## config.mk

```make
export PLATFORM = sky130hd
export DESIGN_NAME = toaster_seq_ctrl_flat
export DESIGN_NICKNAME = d
export VERILOG_FILES = /design/src/rtl/toaster_seq_ctrl_if.sv /design/src/rtl/toaster_seq_ctrl.sv /design/src/flat_wrapper.sv
export SDC_FILE = /design/constraint.sdc
export NUM_CORES = 1
export LEC_CHECK = 0
export BUFFER_PORTS_ARGS = -buffer_cell sky130_fd_sc_hd__buf_2
export CORE_MARGIN = 2
export CORE_UTILIZATION = 25
export CTS_CLUSTER_DIAMETER = 50
export DETAILED_ROUTE_END_ITERATION = 7
export PLACE_DENSITY = 0.4
export SLEW_MARGIN = 5
export SYNTH_ARGS = -nofsm -noshare
export SYNTH_HDL_FRONTEND = slang
export SYNTH_SLANG_ARGS = --single-unit
export TNS_END_PERCENT = 20
```

## constraint.sdc

```tcl
create_clock -name clk -period 2.2 [get_ports clk]
set_clock_uncertainty 0.1 [all_clocks]
set_input_delay 0.22 -clock clk [delete_from_list [all_inputs] [get_ports clk]]
set_output_delay 0.22 -clock clk [all_outputs]
set_load 0.05 [all_outputs]
```

## src/rtl/toaster_seq_ctrl_if.sv

```systemverilog
// Control and status bundle between a toaster sequencer and whatever drives it.
interface toaster_seq_ctrl_if #(
    parameter int LEVEL_W = 3,
    parameter int CNT_W   = 8
);
    logic               start_i;
    logic               cancel_i;
    logic [LEVEL_W-1:0] level_i;
    logic [1:0]         state_o;
    logic               heater_on_o;
    logic               busy_o;
    logic               done_o;
    logic               reject_o;
    logic [CNT_W-1:0]   phase_cnt_o;

    modport master (
        output start_i, cancel_i, level_i,
        input  state_o, heater_on_o, busy_o, done_o, reject_o, phase_cnt_o
    );

    modport slave (
        input  start_i, cancel_i, level_i,
        output state_o, heater_on_o, busy_o, done_o, reject_o, phase_cnt_o
    );
endinterface

```

## src/rtl/toaster_seq_ctrl.sv

```systemverilog
// Toaster sequencing controller: warm-up, level-scaled toast and cool-down
// phases, each timed by a down-counter that expires when it reads zero.
//
// state     | meaning
// ----------+--------------------------------------------------------
// IDLE      | waiting for start; counter parked at 0
// WARMUP    | heater on, pre-heat timer running
// TOAST     | heater on, timer = level * TOAST_UNIT clocks
// COOL_DOWN | heater off, cool timer running; done pulses on exit
module toaster_seq_ctrl #(
    parameter int LEVEL_W       = 3,
    parameter int WARMUP_CYCLES = 4,
    parameter int TOAST_UNIT    = 8,
    parameter int COOL_CYCLES   = 6,
    parameter int CNT_W         = 8
) (
    input  logic               clk,
    input  logic               rst_n,
    toaster_seq_ctrl_if.slave  bus
);

    typedef enum logic [1:0] {
        IDLE      = 2'b00,
        WARMUP    = 2'b01,
        TOAST     = 2'b10,
        COOL_DOWN = 2'b11
    } state_type;

    localparam logic [CNT_W-1:0] WARM_LOAD = CNT_W'(WARMUP_CYCLES - 1);
    localparam logic [CNT_W-1:0] COOL_LOAD = CNT_W'(COOL_CYCLES - 1);

    state_type          state_q, state_d;
    logic [CNT_W-1:0]   cnt_q, cnt_d;
    logic [LEVEL_W-1:0] level_q, level_d;
    logic               done_q, done_d;
    logic               reject_q, reject_d;
    logic [CNT_W-1:0]   toast_load;
    logic               heater_on;
    logic               busy;

    // Product is taken at counter width; level_q is never 0 once latched.
    assign toast_load = CNT_W'(level_q) * CNT_W'(TOAST_UNIT) - CNT_W'(1);

    // State, phase counter, latched level and pulse registers.
    always_ff @(posedge clk or negedge rst_n) begin
        if (!rst_n) begin
            state_q  <= IDLE;
            cnt_q    <= '0;
            level_q  <= '0;
            done_q   <= 1'b0;
            reject_q <= 1'b0;
        end else begin
            state_q  <= state_d;
            cnt_q    <= cnt_d;
            level_q  <= level_d;
            done_q   <= done_d;
            reject_q <= reject_d;
        end
    end

    // Next-state and counter decisions; cancel beats phase expiry.
    always_comb begin
        state_d  = state_q;
        cnt_d    = cnt_q;
        level_d  = level_q;
        done_d   = 1'b0;
        reject_d = 1'b0;
        unique case (state_q)
            IDLE: begin
                cnt_d = '0;
                if (bus.start_i) begin
                    if (bus.level_i != '0) begin
                        level_d = bus.level_i;
                        cnt_d   = WARM_LOAD;
                        state_d = WARMUP;
                    end else begin
                        reject_d = 1'b1;
                    end
                end
            end
            WARMUP: begin
                if (bus.cancel_i) begin
                    state_d = COOL_DOWN;
                    cnt_d   = COOL_LOAD;
                end else if (cnt_q == '0) begin
                    state_d = TOAST;
                    cnt_d   = toast_load;
                end else begin
                    cnt_d = cnt_q - CNT_W'(1);
                end
            end
            TOAST: begin
                if (bus.cancel_i || cnt_q == '0) begin
                    state_d = COOL_DOWN;
                    cnt_d   = COOL_LOAD;
                end else begin
                    cnt_d = cnt_q - CNT_W'(1);
                end
            end
            COOL_DOWN: begin
                if (cnt_q == '0) begin
                    state_d = IDLE;
                    done_d  = 1'b1;
                end else begin
                    cnt_d = cnt_q - CNT_W'(1);
                end
            end
            default: begin
                state_d = IDLE;
                cnt_d   = '0;
            end
        endcase
    end

    // Status decode from the state register only, so outputs stay glitch-free.
    always_comb begin
        heater_on = (state_q == WARMUP) || (state_q == TOAST);
        busy      = (state_q != IDLE);
    end

    assign bus.state_o     = state_q;
    assign bus.heater_on_o = heater_on;
    assign bus.busy_o      = busy;
    assign bus.done_o      = done_q;
    assign bus.reject_o    = reject_q;
    assign bus.phase_cnt_o = cnt_q;

endmodule

```

## src/flat_wrapper.sv

```systemverilog
// flat-port wrapper written by rule: the top's interface ports become plain ports
module toaster_seq_ctrl_flat 
#(
    parameter int LEVEL_W       = 3,
    parameter int WARMUP_CYCLES = 4,
    parameter int TOAST_UNIT    = 8,
    parameter int COOL_CYCLES   = 6,
    parameter int CNT_W         = 8
)
  (clk, rst_n, bus_start_i, bus_cancel_i, bus_level_i, bus_state_o, bus_heater_on_o, bus_busy_o, bus_done_o, bus_reject_o, bus_phase_cnt_o);
  toaster_seq_ctrl_if #(.LEVEL_W(LEVEL_W), .CNT_W(CNT_W)) bus_i ();
  input  logic clk;
  input  logic rst_n;
  input wire logic [$bits(bus_i.start_i)-1:0] bus_start_i;
  input wire logic [$bits(bus_i.cancel_i)-1:0] bus_cancel_i;
  input wire logic [$bits(bus_i.level_i)-1:0] bus_level_i;
  output wire logic [$bits(bus_i.state_o)-1:0] bus_state_o;
  output wire logic [$bits(bus_i.heater_on_o)-1:0] bus_heater_on_o;
  output wire logic [$bits(bus_i.busy_o)-1:0] bus_busy_o;
  output wire logic [$bits(bus_i.done_o)-1:0] bus_done_o;
  output wire logic [$bits(bus_i.reject_o)-1:0] bus_reject_o;
  output wire logic [$bits(bus_i.phase_cnt_o)-1:0] bus_phase_cnt_o;
  assign bus_i.start_i = bus_start_i;
  assign bus_i.cancel_i = bus_cancel_i;
  assign bus_i.level_i = bus_level_i;
  assign bus_state_o = bus_i.state_o;
  assign bus_heater_on_o = bus_i.heater_on_o;
  assign bus_busy_o = bus_i.busy_o;
  assign bus_done_o = bus_i.done_o;
  assign bus_reject_o = bus_i.reject_o;
  assign bus_phase_cnt_o = bus_i.phase_cnt_o;
  toaster_seq_ctrl #(.LEVEL_W(LEVEL_W), .WARMUP_CYCLES(WARMUP_CYCLES), .TOAST_UNIT(TOAST_UNIT), .COOL_CYCLES(COOL_CYCLES), .CNT_W(CNT_W)) u_core (.clk(clk), .rst_n(rst_n), .bus(bus_i));
endmodule
```

== After elaboration in Yosys (flattened, before gate mapping) ==
Index checks and enable logic that the tools add are counted.

* Eq/ne operators: 9
* Mux-type cells: 19
* Reductions and logical operators: 8
* Add/subtract/negate cells: 2

{| class="wikitable"
|+ Operators with widths
! cell !! count
|-
| two-way mux 8 bit || 5
|-
| case mux 8 bit (4 select lines) || 1
|-
| two-way mux 2 bit || 7
|-
| zero test 8 bit || 1
|-
| case mux 2 bit (4 select lines) || 1
|-
| subtractor 8 x 1 -> 8 bit (second input constant) || 1
|-
| subtractor 6 x 1 -> 7 bit (second input constant) || 1
|-
| inequality test 2 x 1 -> 1 bit (second input constant) || 3
|-
| two-way mux 1 bit || 5
|-
| AND reduction 5 bit || 1
|-
| == test 2 bit (second input constant) || 2
|-
| inequality test 2 bit (second input constant) || 2
|-
| inequality test 3 x 2 -> 1 bit (second input constant) || 1
|-
| AND reduction 3 bit || 1
|-
| nonzero test 3 bit || 1
|-
| == test 2 x 1 -> 1 bit (second input constant) || 1
|-
| zero test 2 bit || 1
|-
| logical OR 1 bit || 2
|-
| nonzero test 2 bit || 1
|}

* Logic and storage cells: 43
* Output and inout port bits: 14
* Bits in registers: 15

== Logic depth before layout (Yosys ltp) ==
* Depth after elaboration: 4
* Depth in mapped cells: 6
* Depth with buffers taken out: 6

== Worst setup path after synthesis ==
Ideal clock, no wire load.

* Kind: register -> register
* From: register u_core.state_q[0], in the netlist u_core.bus.state_o[0]
* To: register u_core.cnt_q[2], in the netlist u_core.bus.phase_cnt_o[2]
* Data arrival time: 1,894 ps
* Cell stages (with the launch flop): 6
* Library setup time: 68 ps
* Setup slack: 138 ps
* Path through: dfrtp_1 > inv_1 > ha_1 > clkbuf_1 > inv_1 > and3_1

* Cells in the longest elaborated chain, start to end: 2
* Elaborated cells on any way between the ends: 6

{| class="wikitable"
|+ RTL lines
! item !! line !! text
|-
| from (decl) || toaster_seq_ctrl.sv:32 || <nowiki>state_type state_q, state_d;</nowiki>
|-
| from (signal assigned) || toaster_seq_ctrl.sv:53 || <nowiki>state_q <= state_d;</nowiki>
|-
| == test 2 bit, or another cell as far along || toaster_seq_ctrl.sv:68 || <nowiki>unique case (state_q)</nowiki>
|-
| case mux 8 bit (4 select lines) or inequality test 2 bit (tied branches) || - ||
|-
| to (signal assigned) || toaster_seq_ctrl.sv:54 || <nowiki>cnt_q <= cnt_d;</nowiki>
|-
| to (decl) || toaster_seq_ctrl.sv:33 || <nowiki>logic [CNT_W-1:0] cnt_q, cnt_d;</nowiki>
|}

Several ways; a longest one is shown, not always the timed one.
A chain may end at the register's enable or synchronous reset.

== Worst setup path after layout ==
* From: register u_core.state_q[0], in the netlist u_core.bus.state_o[0]
* To: output port bus_busy_o

* Cells in the longest elaborated chain, start to end: 1

{| class="wikitable"
|+ RTL lines
! item !! line !! text
|-
| nonzero test 2 bit || toaster_seq_ctrl.sv:118 || <nowiki>busy = (state_q != IDLE);</nowiki>
|-
| to (decl) || flat_wrapper.sv:19 || <nowiki>output wire logic [$bits(bus_i.busy_o)-1:0] bus_busy_o;</nowiki>
|}

No other way between the ends.

==> summary.txt <==
Timing
  • Unrepaired setup endpoints after global routing: false
  • Final Max Slew Viols: 0
  • Final Hold Viols: 0
  • Final hold slack: 0.08005 ns
  • Rel. slew slack: 62.94%
  • Minimum clock period: 2.037 ns
  • Setup violators final: 0
  • Tcrit/Tclk final: 92.61%
  • Setup TNS: 0 ns
  • F_max: 490.8 MHz
  • Worst slew pin tran: 0.5559 ns

Worst setup path
  • Worst setup EP type: primary output
  • Worst r2r dst: u_core.bus.state_o[0]
  • Crit-path max FO: 13
  • Crit path DAT: 1.72 ns
  • Worst R2R Path Depth: 6
  • Worst EP required: 1.88 ns
  • Reg2reg start: u_core.bus.state_o[0]
  • Critical Path Sink: bus_busy_o
  • CP startpoint kind: register
  • Reg2Reg Setup Slack: 0.23 ns
  • CP Launch Point: u_core.bus.state_o[0]
  • Crit path kind: reg2out

Final layout
  • Share of cells above drive strength 1: 29.27%
  • Diode count: 0
  • Area delta synth->final: 21.68%
  • Fin cells: 173
  • Final nets: 138

Worst hold path
  • Tightest Hold Check Type: in2reg

Global route
  • Initial antenna violation count: 0
  • Vias in the first global route: 805
  • Largest net degree at the start of global routing: 16
  • Global Route Usage Sum: 12.14%
  • Total global routing overflow: 0
  • Global-route wire length before repair: 4091 µm

Synth
  • Synthesized instance count: 99
  • Syn_nets: 113
  • Synth Warn #: 0
  • Seq cells post-synth: 15
  • Netlist cell types: 38
  • Post-synth ARST share: 100.0%
  • Synthesized area per cell: 10.26 µm²
  • Number of synthesized flops with an enable pin: 0
  • Sequential fraction of the synthesis area: 36.95%
  • Main flop type after synthesis: dfrtp_1
  • Post-Syn Area: 0.001016 mm²

Clock tree
  • TritonCTS clock tree: yes
  • CTS root buffer: clkbuf_8
  • H-tree levels: 1
  • Clock-pin slew on the worst setup and hold paths: 0.07 ns
  • CTS buffer count: 3
  • Clock Tree Buf Depth: 2
  • Clk sink count: 15
  • Clk_lat worst skew: 0.25 ns

Drt
  • DRC Markers: 0
  • Routed wire per std cell: 14.14 µm
  • Pre-antenna DRT Iters: 4
  • Vias: 828
  • DR iter-0 viols: 32
  • Routed vias/inst: 4.786
  • Drt total wl: 2447 µm
  • Post-DRT Antenna Nets: 0

Floorplanning
  • Row count: 23
  • Die area: 0.004590 mm²
  • Chip width: 67.75 µm
  • Initial Util: 25.77%
  • Die H: 67.75 µm
  • CORE AREA: 0.003943 mm²
  • # IOs: 21

Placed design
  • # port buffers: 20
  • Detail Placement HPWL: 1941 µm
  • GPL Wtd Cong: 0.7847
  • Number of cells after detailed placement: 168

Job
  • MaxCap Viol Count: 0

Status
  • Status: finished, final reports clean
layout make-up:
class,instances,area [µm²]
Clock buffer,3,41.29
Multi-Input combinational cell,72,594.3
Inverter,10,37.54
Sequential cell,15,375.4
Clock inverter,1,7.507
Tap cell,50,62.56
Timing Repair Buffer,22,117.6
Fill cell,431,2706
logic make-up (layout without fill, tap and decap cells):
family | Yosys count | count (layout) | share of synthesized area (%)
compound gates | 19 | 19 | 16.26
mux | 4 | 4 | 4.310
flops | 15 | 15 | 36.95
xor+xnor | 7 | 7 | 6.035
fa+ha+maj | 7 | 7 | 8.620
buf+inv | 12 | 36 | 4.556
simple gates | 35 | 35 | 23.28
metrics by stage:
step | instance area, µm² | util [%] | setup slack (ns)
after floorplan | 1016 | - | 0.1383
after global placement | 1177 | 29.86 | 0.2860
after detailed placement | 1177 | 29.86 | 0.2261
after CTS | 1236 | 31.36 | 0.1407
after global routing | 1236 | 31.36 | 0.01359
final | 1236 | 31.36 | 0.1626
Yosys cell counts (2+ instances only):
cell type  number  area, µm²
a31oi_1         3      18.77
dfrtp_1        15      375.4
ha_1            7      87.58
inv_1          10      37.54
mux2_2          3      33.78
nand2_1         5      18.77
nand3_1         4      20.02
nor2_1          7      26.28
nor3_1          4      20.02
nor4_1          3      18.77
nor4b_1         2      17.52
nor4b_4         2      47.55
o22ai_1         2      12.51
o31ai_1         3      22.52
xnor2_1         2      17.52
xor2_1          5      43.79
flip-flops by register name, indices dropped and copies added (netlist names):
name and cells:
u_core.bus.phase_cnt_o 8, u_core.bus.done_o 1, u_core.bus.reject_o 1, u_core.level_q 3, u_core.bus.state_o 2
routing by layer:
layer / vias to the layer above / GRT usage [%] / routed length (µm)
met1: 400 / 17.88 / 1221
met2: 19 / 17.40 / 1072
met5: - / 0 / 0
li1: 404 / - / -
met4: 0 / 4.592 / 35
met3: 5 / 2.167 / 117
layout by cell type (no fill, tap or decap), drive strengths merged, types with 2 or more instances in the layout:
cell type and n:
a31oi 3, and2 2, buf 21, clkbuf 3, dfrtp 15, ha 7
inv 10, mux2 3, nand2 5, nand3 4, nor2 7, nor3 5
nor4 3, nor4b 4, o22ai 2, o31ai 3, xnor2 2, xor2 5
what timing repair did:
action / in CTS / in global routing
buffers inserted: 0 / 0
gates resized for setup: 0 / 0
hold buffers: 1 / 0
hold endpoints to repair: 15 / 0
critical path, cell delays in order, from the launching register on:
cell and delay [ns]:
dfrtp_1 0.45, inv_1 0.12, ha_1 0.52, inv_1 0.14, buf_2 0.24
how the worst min path moves through the flow:
stage / from / endpoint / slack, ns / cells past startpoint
floorplan: rst_n / u_core.bus.done_o / -0.18 / 0
global placement: rst_n / u_core.bus.phase_cnt_o[3] / 0.06 / 1
detailed placement: rst_n / u_core.bus.phase_cnt_o[7] / 0.05 / 1
CTS: bus_level_i[0] / u_core.bus.reject_o / 0.08 / 2
global route: bus_level_i[0] / u_core.bus.reject_o / 0.07 / 2
finish: bus_level_i[0] / u_core.bus.reject_o / 0.08 / 2
Power is not shown: default switching activity piles up to over one toggle a cycle in this logic, so the estimate is an artifact.
